<file path="src/rtl/control_unit_pkg.sv">
// Shared definitions for the 8-bit CPU instruction decoder.
//
// Contents: ISA field widths, opcode constants, the ALU-class marker bit,
// the R0 register select, the control-word struct and a small helper
// that extracts the opcode field from an instruction byte.
//
// Optional feature macro: CONTROL_UNIT_ILLEGAL_EN. When it is defined, the
// control word carries an extra 'illegal' flag for undefined opcodes.
package control_unit_pkg;

  localparam int INST_W    = 8;
  localparam int ALU_SEL_W = 4;
  localparam int REG_SEL_W = 3;
  localparam int OPCODE_W  = 5;

  localparam logic [OPCODE_W-1:0] OP_NOP         = 5'b00000;
  localparam logic [OPCODE_W-1:0] OP_MOV_TO_R0   = 5'b00001;
  localparam logic [OPCODE_W-1:0] OP_MOV_FROM_R0 = 5'b00010;
  localparam logic [OPCODE_W-1:0] OP_LDC         = 5'b00011;

  // Instructions with this bit set are ALU operations R0 <- R0 op Rr.
  localparam int ALU_CLASS_BIT = 7;

  localparam logic [REG_SEL_W-1:0] REG_R0 = 3'b000;

  typedef struct packed {
    logic [ALU_SEL_W-1:0] alu_sel;
    logic [REG_SEL_W-1:0] reg_in_sel;
    logic [REG_SEL_W-1:0] reg_out_sel;
    logic                 reg_in_en;
    logic                 reg_out_en;
    logic                 gen_const;
`ifdef CONTROL_UNIT_ILLEGAL_EN
    logic                 illegal;
`endif
  } ctrl_word_t;

  function automatic logic [OPCODE_W-1:0] opcode_of(input logic [INST_W-1:0] inst);
    return inst[INST_W-1 -: OPCODE_W];
  endfunction

endpackage

</file>
<file path="src/rtl/control_decode.sv">
// Purely combinational instruction decoder: instruction byte -> control word.
//
// Ports:
//   inst  in   8  instruction byte (opcode in [7:3], register field in [2:0])
//   word  out  control word (ctrl_word_t)
//
// Optional feature macro: CONTROL_UNIT_ILLEGAL_EN (sets word.illegal for
// undefined opcodes; their control word is still a NOP).
module control_decode
  import control_unit_pkg::*;
(
  input  logic [INST_W-1:0] inst,
  output ctrl_word_t        word
);

  logic [OPCODE_W-1:0]  opcode;
  logic [REG_SEL_W-1:0] r;

  assign opcode = opcode_of(inst);
  assign r      = inst[REG_SEL_W-1:0];

  always_comb begin
    word = '0;
    if (inst[ALU_CLASS_BIT]) begin
      // The four bits below the class marker are the ALU function itself.
      word.alu_sel     = inst[ALU_CLASS_BIT-1 -: ALU_SEL_W];
      word.reg_in_sel  = REG_R0;
      word.reg_out_sel = r;
      word.reg_in_en   = 1'b1;
      word.reg_out_en  = 1'b1;
    end else begin
      case (opcode)
        OP_NOP: begin
        end
        OP_MOV_TO_R0: begin
          word.reg_in_sel  = REG_R0;
          word.reg_out_sel = r;
          word.reg_in_en   = 1'b1;
          word.reg_out_en  = 1'b1;
        end
        OP_MOV_FROM_R0: begin
          word.reg_in_sel  = r;
          word.reg_out_sel = REG_R0;
          word.reg_in_en   = 1'b1;
          word.reg_out_en  = 1'b1;
        end
        OP_LDC: begin
          // The constant generator owns the bus, so the register file
          // must not drive it.
          word.gen_const  = 1'b1;
          word.reg_in_sel = r;
          word.reg_in_en  = 1'b1;
        end
        default: begin
          // Opcodes 00100..01111 behave as NOP.
`ifdef CONTROL_UNIT_ILLEGAL_EN
          word.illegal = 1'b1;
`endif
        end
      endcase
    end
  end

endmodule

</file>
<file path="src/rtl/control_unit.sv">
// Registered instruction decoder for the 8-bit CPU. Decodes the current
// instruction into the datapath control word and holds it in flops so it
// is stable for a full cycle (1-cycle latency).
//
// Ports:
//   clk        in   1  system clock, rising edge
//   rst        in   1  synchronous active-high reset; zeroes all outputs
//   inst       in   8  current instruction byte
//   aluSel     out  4  ALU function select
//   regInSel   out  3  register written from the bus
//   regOutSel  out  3  register driving the bus
//   regInEn    out  1  register-file write enable
//   regOutEn   out  1  register-file bus-drive enable
//   genConst   out  1  constant generator drives the bus
//   illegalOp  out  1  undefined opcode flag (only with CONTROL_UNIT_ILLEGAL_EN)
//
// Optional feature macro: CONTROL_UNIT_ILLEGAL_EN.
module control_unit
  import control_unit_pkg::*;
(
  input  logic                 clk,
  input  logic                 rst,
  input  logic [INST_W-1:0]    inst,
  output logic [ALU_SEL_W-1:0] aluSel,
  output logic [REG_SEL_W-1:0] regInSel,
  output logic [REG_SEL_W-1:0] regOutSel,
  output logic                 regInEn,
  output logic                 regOutEn,
`ifdef CONTROL_UNIT_ILLEGAL_EN
  output logic                 illegalOp,
`endif
  output logic                 genConst
);

  ctrl_word_t word_p0;
  ctrl_word_t word_p1;

  control_decode u_decode (
    .inst (inst),
    .word (word_p0)
  );

  // Stage p0 -> p1: combinational decode registered into the output word.
  always_ff @(posedge clk) begin
    if (rst) begin
      word_p1 <= '0;
    end else begin
      word_p1 <= word_p0;
    end
  end

  assign aluSel    = word_p1.alu_sel;
  assign regInSel  = word_p1.reg_in_sel;
  assign regOutSel = word_p1.reg_out_sel;
  assign regInEn   = word_p1.reg_in_en;
  assign regOutEn  = word_p1.reg_out_en;
  assign genConst  = word_p1.gen_const;
`ifdef CONTROL_UNIT_ILLEGAL_EN
  assign illegalOp = word_p1.illegal;
`endif

endmodule

</file>
<file path="config.mk">
export PLATFORM = sky130hd
export DESIGN_NAME = control_unit
export DESIGN_NICKNAME = d
export VERILOG_FILES = /design/src/rtl/control_unit_pkg.sv /design/src/rtl/control_decode.sv /design/src/rtl/control_unit.sv
export SDC_FILE = /design/constraint.sdc
export NUM_CORES = 1
export LEC_CHECK = 0
export ABC_AREA = 1
export BUFFER_PORTS_ARGS = -buffer_cell sky130_fd_sc_hd__buf_2
export CORE_AREA = 2 2 39 41
export CTS_CLUSTER_SIZE = 10
export DETAILED_ROUTE_END_ITERATION = 12
export DIE_AREA = 0 0 41 43
export SYNTH_ARGS = -nofsm -noshare
export SYNTH_HDL_FRONTEND = slang
export SYNTH_SLANG_ARGS = --single-unit
</file>
<file path="constraint.sdc">
create_clock -name clk -period 1.93 [get_ports clk]
set_clock_uncertainty 0.15 [all_clocks]
set_input_delay 0.2895 -clock clk [delete_from_list [all_inputs] [get_ports clk]]
set_output_delay 0.2895 -clock clk [all_outputs]
set_load 0.02 [all_outputs]
</file>
==> qor_table.md, run 1 <==
| Metric | Reported |
| --- | --- |
| Result of the run | finished, final reports clean |
| Cell chain of the critical path | buf_2 |
| Share of the yosys chip area belonging to registers | 61.2% |
| Layout fillers | 148 |
| Ports | 23 |
| Max-slew headroom at the worst pin | 86.0% |
| Fraction of the core area covered by cells at the end of the flow | 42.0% |
| Via density | 4.20 |
| Pin count of the biggest net entering global routing | 10 |
| Top library cells by usage in the layout, fill and taps aside | buf_2, dfxtp_1, nor2_1 |
| Synth unique cells | 12 |
| Path type of the worst min-delay path | in -> reg |
| Required time of the critical path | 1490 ps |
| TritonCTS clock tree | built |
| Mean area per synthesized cell | 10.4 um^2 |
| Hold EP | regOutSel[2]$_SDFF_PP0_ |
| Post-cts repair resize count | 0 |
| Final wirelength | 729 um |
| Slowest stage cell, crit path | dfxtp_1 |
| Number of antenna violations at the first check in global routing | 0 |
| Delay-heaviest family, CP | flip-flops |
| I/O Buffers | 22 |
| Antenna Nets Post-Route | 0 |
| Final critical-path share of the clock period | 61.0% |
| Post-layout net count | 78 |
| Origin of the worst min-delay path | inst[2] |
| Number of levels in the clock H-tree | 1 |
| Number of sinks driven by the clock tree | 13 |
| Hold Fails Final Rpt | 0 |
| Num rows | 14 |
| Setup-failing EPs final | 0 |
| Antenna diode count | 0 |
| Initial Util | 30.7% |
| Vertical extent of the die | 43 um |
| Arrival time of data at the critical path endpoint | 740 ps |
| Peak VDD IR | 329 uV |
| Master cell of the clock root buffer | clkbuf_4 |
| Combined area of the multi-input logic cells | 135 um^2 |
| Number of pins with negative max-slew slack in the final report | 0 |
| Mapped Cells | 41 |
| Clock slew at the register clock pins of the worst setup and hold paths | 70 ps |
| Vias in the first global route | 302 |
| Setup repair after global routing missed its margin | no |
| Clock buffers created by TritonCTS | 3 |
| Worst hold path stage count | 3 |
| Post-detailed-route wirelength per cell | 8.78 um |
| Static leakage | 0.310 nW |
| Via total after detailed routing | 349 |
| Worst Setup SP | regOutSel[0]$_SDFF_PP0_ |
| Total buffers and inverters traversed by the critical path | 1 |
| Fraction of final layout cells sized beyond drive strength 1 | 52.2% |
| Placer congestion estimate | 0.641 |
| Endpoint kind of the worst setup timing path | output port |
| Worst Path Max Fanout | 1 |
| Crit path time final | 1180 ps |
| Grt ovf | 0 |
| Floorplan die area | 0.00176 mm^2 |
| Hold-fix buffers at CTS | 0 |
| Achievable clock frequency | 0.849 GHz |
| Tot GR Track Use | 9.88% |
| Netlist area before placement | 425 um^2 |
| Reg area | 260 um^2 |
| Synthesis Warnings | 0 |
| Cell Pwr Density | 861 mW/mm^2 |
| Biggest cell delay along the critical path | 310 ps |
| Seq cells post-synth | 13 |
| Placeable Area | 0.00138 mm^2 |
| Chip width | 41 um |
| Mapped Nets | 51 |
| Cell taking the most area after synthesis | dfxtp_1 |
| Remaining design rule violation count | 0 |
| First-pass DRT Iterations | 3 |
| Area fraction of the dominant cell type after synthesis | 61.2% |
| Critical setup path kind | reg -> out |
| Buffers inserted by post-CTS timing repair | 0 |
| Wire length of the first global-routing pass | 1170 um |
| Synth top area cells | dfxtp_1, nor2_1, inv_1, a21oi_2, nor2_4 |
| Total of max-cap violations | 0 |
| Crit start category | flip-flop |
| Clock Path Buffers | 2 |
| Measured slew at the worst slew-check pin | 210 ps |
| Total power of the final layout | 0.501 mW |
| Initial drt markers | 5 |
| Leading cell type in the layout, fill and taps excluded | buf_2 |
| TNS Setup | 0 ps |
| Layout overhead on the synthesized area | 36.8% |
-- metal layers --
| layer | track usage [%] | vias to the layer above | routed length (um) |
|---|---|---|---|
| met5 | 0 | - | 0 |
| met4 | 6.00 | 0 | 9 |
| met3 | 5.24 | 2 | 96 |
| met2 | 13.4 | 17 | 317 |
| met1 | 11.7 | 153 | 305 |
| li1 | - | 177 | - |
-- cells in the mapped netlist, drive strengths merged --
library cell  number
dfxtp             13
inv                8
nor2              11
nand4              1
nand3              4
a21oi              3
nand2              1
-- sequential cells by signal (all words and copies together), names as in the netlist --
name and count:
aluSel 4, genConst 1, regInEn 1, regInSel 3, regOutEn 1, regOutSel 3
-- report_power, final --
part | switching [mW] | internal, mW
clock | 0.0822 | 0.0800
sequential | 0.00199 | 0.278
combinational | 0.0378 | 0.0212
total | 0.122 | 0.379
-- area by class of cell --
type | count | share of cell area (%)
Sequential cell | 13 | 44.7
Timing Repair Buffer | 22 | 18.9
Multi-Input combinational cell | 20 | 23.2
Tap cell | 16 | 3.44
Inverter | 8 | 5.16
Clock buffer | 4 | 4.52
-- metrics by stage --
step | std cells | instance area (um^2) | hold slack [ps] | setup WS (ps)
global placement | 79 | 556 | 389 | 899
detailed placement | 79 | 556 | 388 | 895
global route | 83 | 582 | 103 | 715
CTS | 83 | 582 | 108 | 742
floorplan | 41 | 425 | 252 | 1040
finish | 83 | 582 | 107 | 752
-- worst max path at each step --
stage,endpoint,slack [ps],cells after the start
finish,regOutSel[0],750,1
global route,regInSel[2],720,1
CTS,regInSel[2],740,1
detailed placement,regOutEn$_SDFF_PP0_,900,5
global placement,regOutSel[2]$_SDFF_PP0_,900,4
floorplan,regOutSel[0]$_SDFF_PP0_,1040,4
-- kinds of logic after synthesis --
logic type | after synthesis | synth area share (%)
and+or+nand+nor | 17 | 25.6
DFF | 13 | 61.2
buffers and inverters | 8 | 7.06
AOI/OAI and AO/OA | 3 | 6.18
Power figures use the tool's default switching activity.
==> inputs of run 2 (changes only) <==
Clock period 1.93 ns to 1.1 ns, I/O delays scaled along.
==> run 2 against run 1 <==
Clock power grew 70%. Largest cell class unchanged. Critical path depth stayed put. Setup slack worse by 700 ps. Utilization increased by 3.8 points. Critical path type unchanged. Sequential share of layout area shrank 3.7 points. Non-clock buffer count grew 5. Die area stayed put. First-iteration DRC count decreased by 80%. Wire length increased by 7.8%. Hold slack got worse by 87 ps. Cell count up 6.0%.
==> qor_table.md, run 2 (synthesized netlist as in run 1, its figures left out) <==
| Metric | Reported | vs previous |
| --- | --- | --- |
| Result of the run | finished, final reports clean | unchanged |
| Origin of the worst min-delay path | inst[3] | was inst[2] |
| Fraction of final layout cells sized beyond drive strength 1 | 48.6% | was 52.2% |
| Number of antenna violations at the first check in global routing | 0 | unchanged |
| Max-slew headroom at the worst pin | 85.9% | was 86.0% |
| Slowest stage cell, crit path | dfxtp_1 | unchanged |
| Critical setup path kind | reg -> out | unchanged |
| Peak VDD IR | 571 uV | was 329 uV |
| Total power of the final layout | 0.885 mW | was 0.501 mW |
| Met1 track demand over resource | 10.7% | was 11.7% |
| Ports | 23 | unchanged |
| Antenna diode count | 0 | unchanged |
| Clock power share | 31.2% | was 32.4% |
| Final wirelength | 786 um | was 729 um |
| Switch Pwr | 0.208 mW | was 0.122 mW |
| Remaining design rule violation count | 0 | unchanged |
| Biggest cell delay along the critical path | 310 ps | about the same |
| Number of pins with negative max-slew slack in the final report | 0 | unchanged |
| Floorplan die area | 0.00176 mm^2 | unchanged |
| Master cell of the clock root buffer | clkbuf_4 | unchanged |
| Tot GR Track Use | 9.98% | was 9.88% |
| Setup repair after global routing missed its margin | no | unchanged |
| Layout overhead on the synthesized area | 49.1% | was 36.8% |
| Clock slew at the register clock pins of the worst setup and hold paths | 70 ps | about the same |
| Hold Fails Final Rpt | 0 | unchanged |
| TritonCTS clock tree | built | unchanged |
| Static leakage | 0.331 nW | was 0.310 nW |
| Crit start category | flip-flop | unchanged |
| Leading cell type in the layout, fill and taps excluded | buf_2 | unchanged |
| Post-layout net count | 83 | was 78 |
| Flip-flop count of the largest register, all copies and words added | 4 | unchanged |
| Path type of the worst min-delay path | in -> reg | unchanged |
| Wire length of the first global-routing pass | 1150 um | was 1170 um |
| Pin count of the biggest net entering global routing | 10 | unchanged |
| Total of max-cap violations | 0 | unchanged |
| Num rows | 14 | unchanged |
| Fraction of the core area covered by cells at the end of the flow | 45.8% | was 42.0% |
| Buffers inserted by post-CTS timing repair | 0 | unchanged |
| Met2 track demand over resource in global routing | 14.1% | was 13.4% |
| Top library cells by usage in the layout, fill and taps aside | buf_2, dfxtp_1, nor2_1 | unchanged |
| Combinational group share of total power | 13.3% | was 11.8% |
| Worst Path Max Fanout | 1 | unchanged |
| Clock Path Buffers | 2 | unchanged |
| Vias in the first global route | 312 | was 302 |
| Worst hold path stage count | 3 | unchanged |
| Placeable Area | 0.00138 mm^2 | unchanged |
| Highest-utilization routing layer at the global route stage | met2 | unchanged |
| Reg power frac | 55.5% | was 55.9% |
| I/O Buffers | 22 | unchanged |
| Number of sinks driven by the clock tree | 13 | unchanged |
| Min Hold Slack | 20.8 ps | was 107 ps |
| Via total after detailed routing | 355 | was 349 |
| Crit path time final | 1050 ps |  |
| Total buffers and inverters traversed by the critical path | 1 | unchanged |
| Clock buffers created by TritonCTS | 3 | unchanged |
| Vertical extent of the die | 43 um | unchanged |
| Endpoint kind of the worst setup timing path | output port | unchanged |
| Placer congestion estimate | 0.642 | was 0.641 |
| Number of levels in the clock H-tree | 1 | unchanged |
| Final critical-path share of the clock period | 95.1% |  |
| Grt ovf | 0 | unchanged |
| Measured slew at the worst slew-check pin | 211 ps | was 210 ps |
| Initial drt markers | 1 | was 5 |
| Chip width | 41 um | unchanged |
| Switching share of power | 23.5% | was 24.3% |
| Hold EP | genConst$_SDFF_PP0_ | was regOutSel[2]$_SDFF_PP0_ |
| First-pass DRT Iterations | 3 | unchanged |
| Arrival time of data at the critical path endpoint | 730 ps | was 740 ps |
| Initial Util | 30.7% | unchanged |
| Global Route met3 Usage | 4.71% | was 5.24% |
| TNS Setup | 0 ps | unchanged |
| Required time of the critical path | 780 ps | was 1490 ps |
| Achievable clock frequency | 0.956 GHz |  |
| Via density | 4.03 | was 4.20 |
| Cell chain of the critical path | buf_2 | unchanged |
| Post-detailed-route wirelength per cell | 8.93 um | was 8.78 um |
| Area after DPL | 556 um^2 | unchanged |
| Final Cell Area | 634 um^2 | was 582 um^2 |
| Delay-heaviest family, CP | flip-flops | unchanged |
| Setup-failing EPs final | 0 | unchanged |
| Antenna Nets Post-Route | 0 | unchanged |
| Cell internal pwr | 0.678 mW | was 0.379 mW |
| Cell Pwr Density | 1400 mW/mm^2 | was 861 mW/mm^2 |
-- run 2: cell types whose count changed in the layout (fill, tap and decap cells not counted) --
cell	before	now
dlygate4sd3_1	0	5
buf_2	22	21
buf_4	0	1
-- run 2: power by group through the flow --
stage	clock [mW]	sequential [mW]	combinational, mW
global route	0.315	0.493	0.130
CTS	0.289	0.492	0.118
finish	0.276	0.491	0.118
global placement	0	0.502	0.105
detailed placement	0	0.503	0.104
floorplan	0	0.526	0.0382
-- run 2: area by class of cell --
| class | count | area [um^2] |
|---|---|---|
| Timing Repair Buffer | 27 | 163 |
| Sequential cell | 13 | 260 |
| Multi-Input combinational cell | 20 | 135 |
| Fill cell | 140 | 749 |
| Clock buffer | 4 | 26.3 |
| Inverter | 8 | 30.0 |
| Tap cell | 16 | 20.0 |
-- run 2: through the flow --
step	std cells	setup slack (ps)
6_report	88	54.1
5_1_grt	88	8.06
4_1_cts	88	37.8
3_5_place_dp	79	178
3_3_place_gp	79	193
2_1_floorplan	41	339
-- run 2: how the worst max path moves through the flow --
| stage | slack, ps | cells after the start | end | startpoint |
|---|---|---|---|---|
| 2_1_floorplan | 340 | 4 | regOutSel[0]$_SDFF_PP0_ | inst[3] |
| 3_3_place_gp | 190 | 4 | regOutSel[2]$_SDFF_PP0_ | rst |
| 3_5_place_dp | 180 | 4 | regInSel[0]$_SDFF_PP0_ | inst[6] |
| 4_1_cts | 40 | 1 | genConst | genConst$_SDFF_PP0_ |
| 5_1_grt | 8 | 1 | regOutSel[1] | regOutSel[1]$_SDFF_PP0_ |
| 6_report | 50 | 1 | regInSel[1] | regInSel[1]$_SDFF_PP0_ |
-- run 2: repair_timing --
item | CTS | global route
hold buffers | 5 | 0
endpoints found under the hold margin | 7 | 0
setup endpoints to repair | 0 | 1
resized for setup | 0 | 1
-- run 2: layer usage --
metal  part of all wire [%]  up-vias
met5                      0        -
met2                     47       15
met4                      0        0
li1                       -      188
met1                     43      152
met3                     10        0
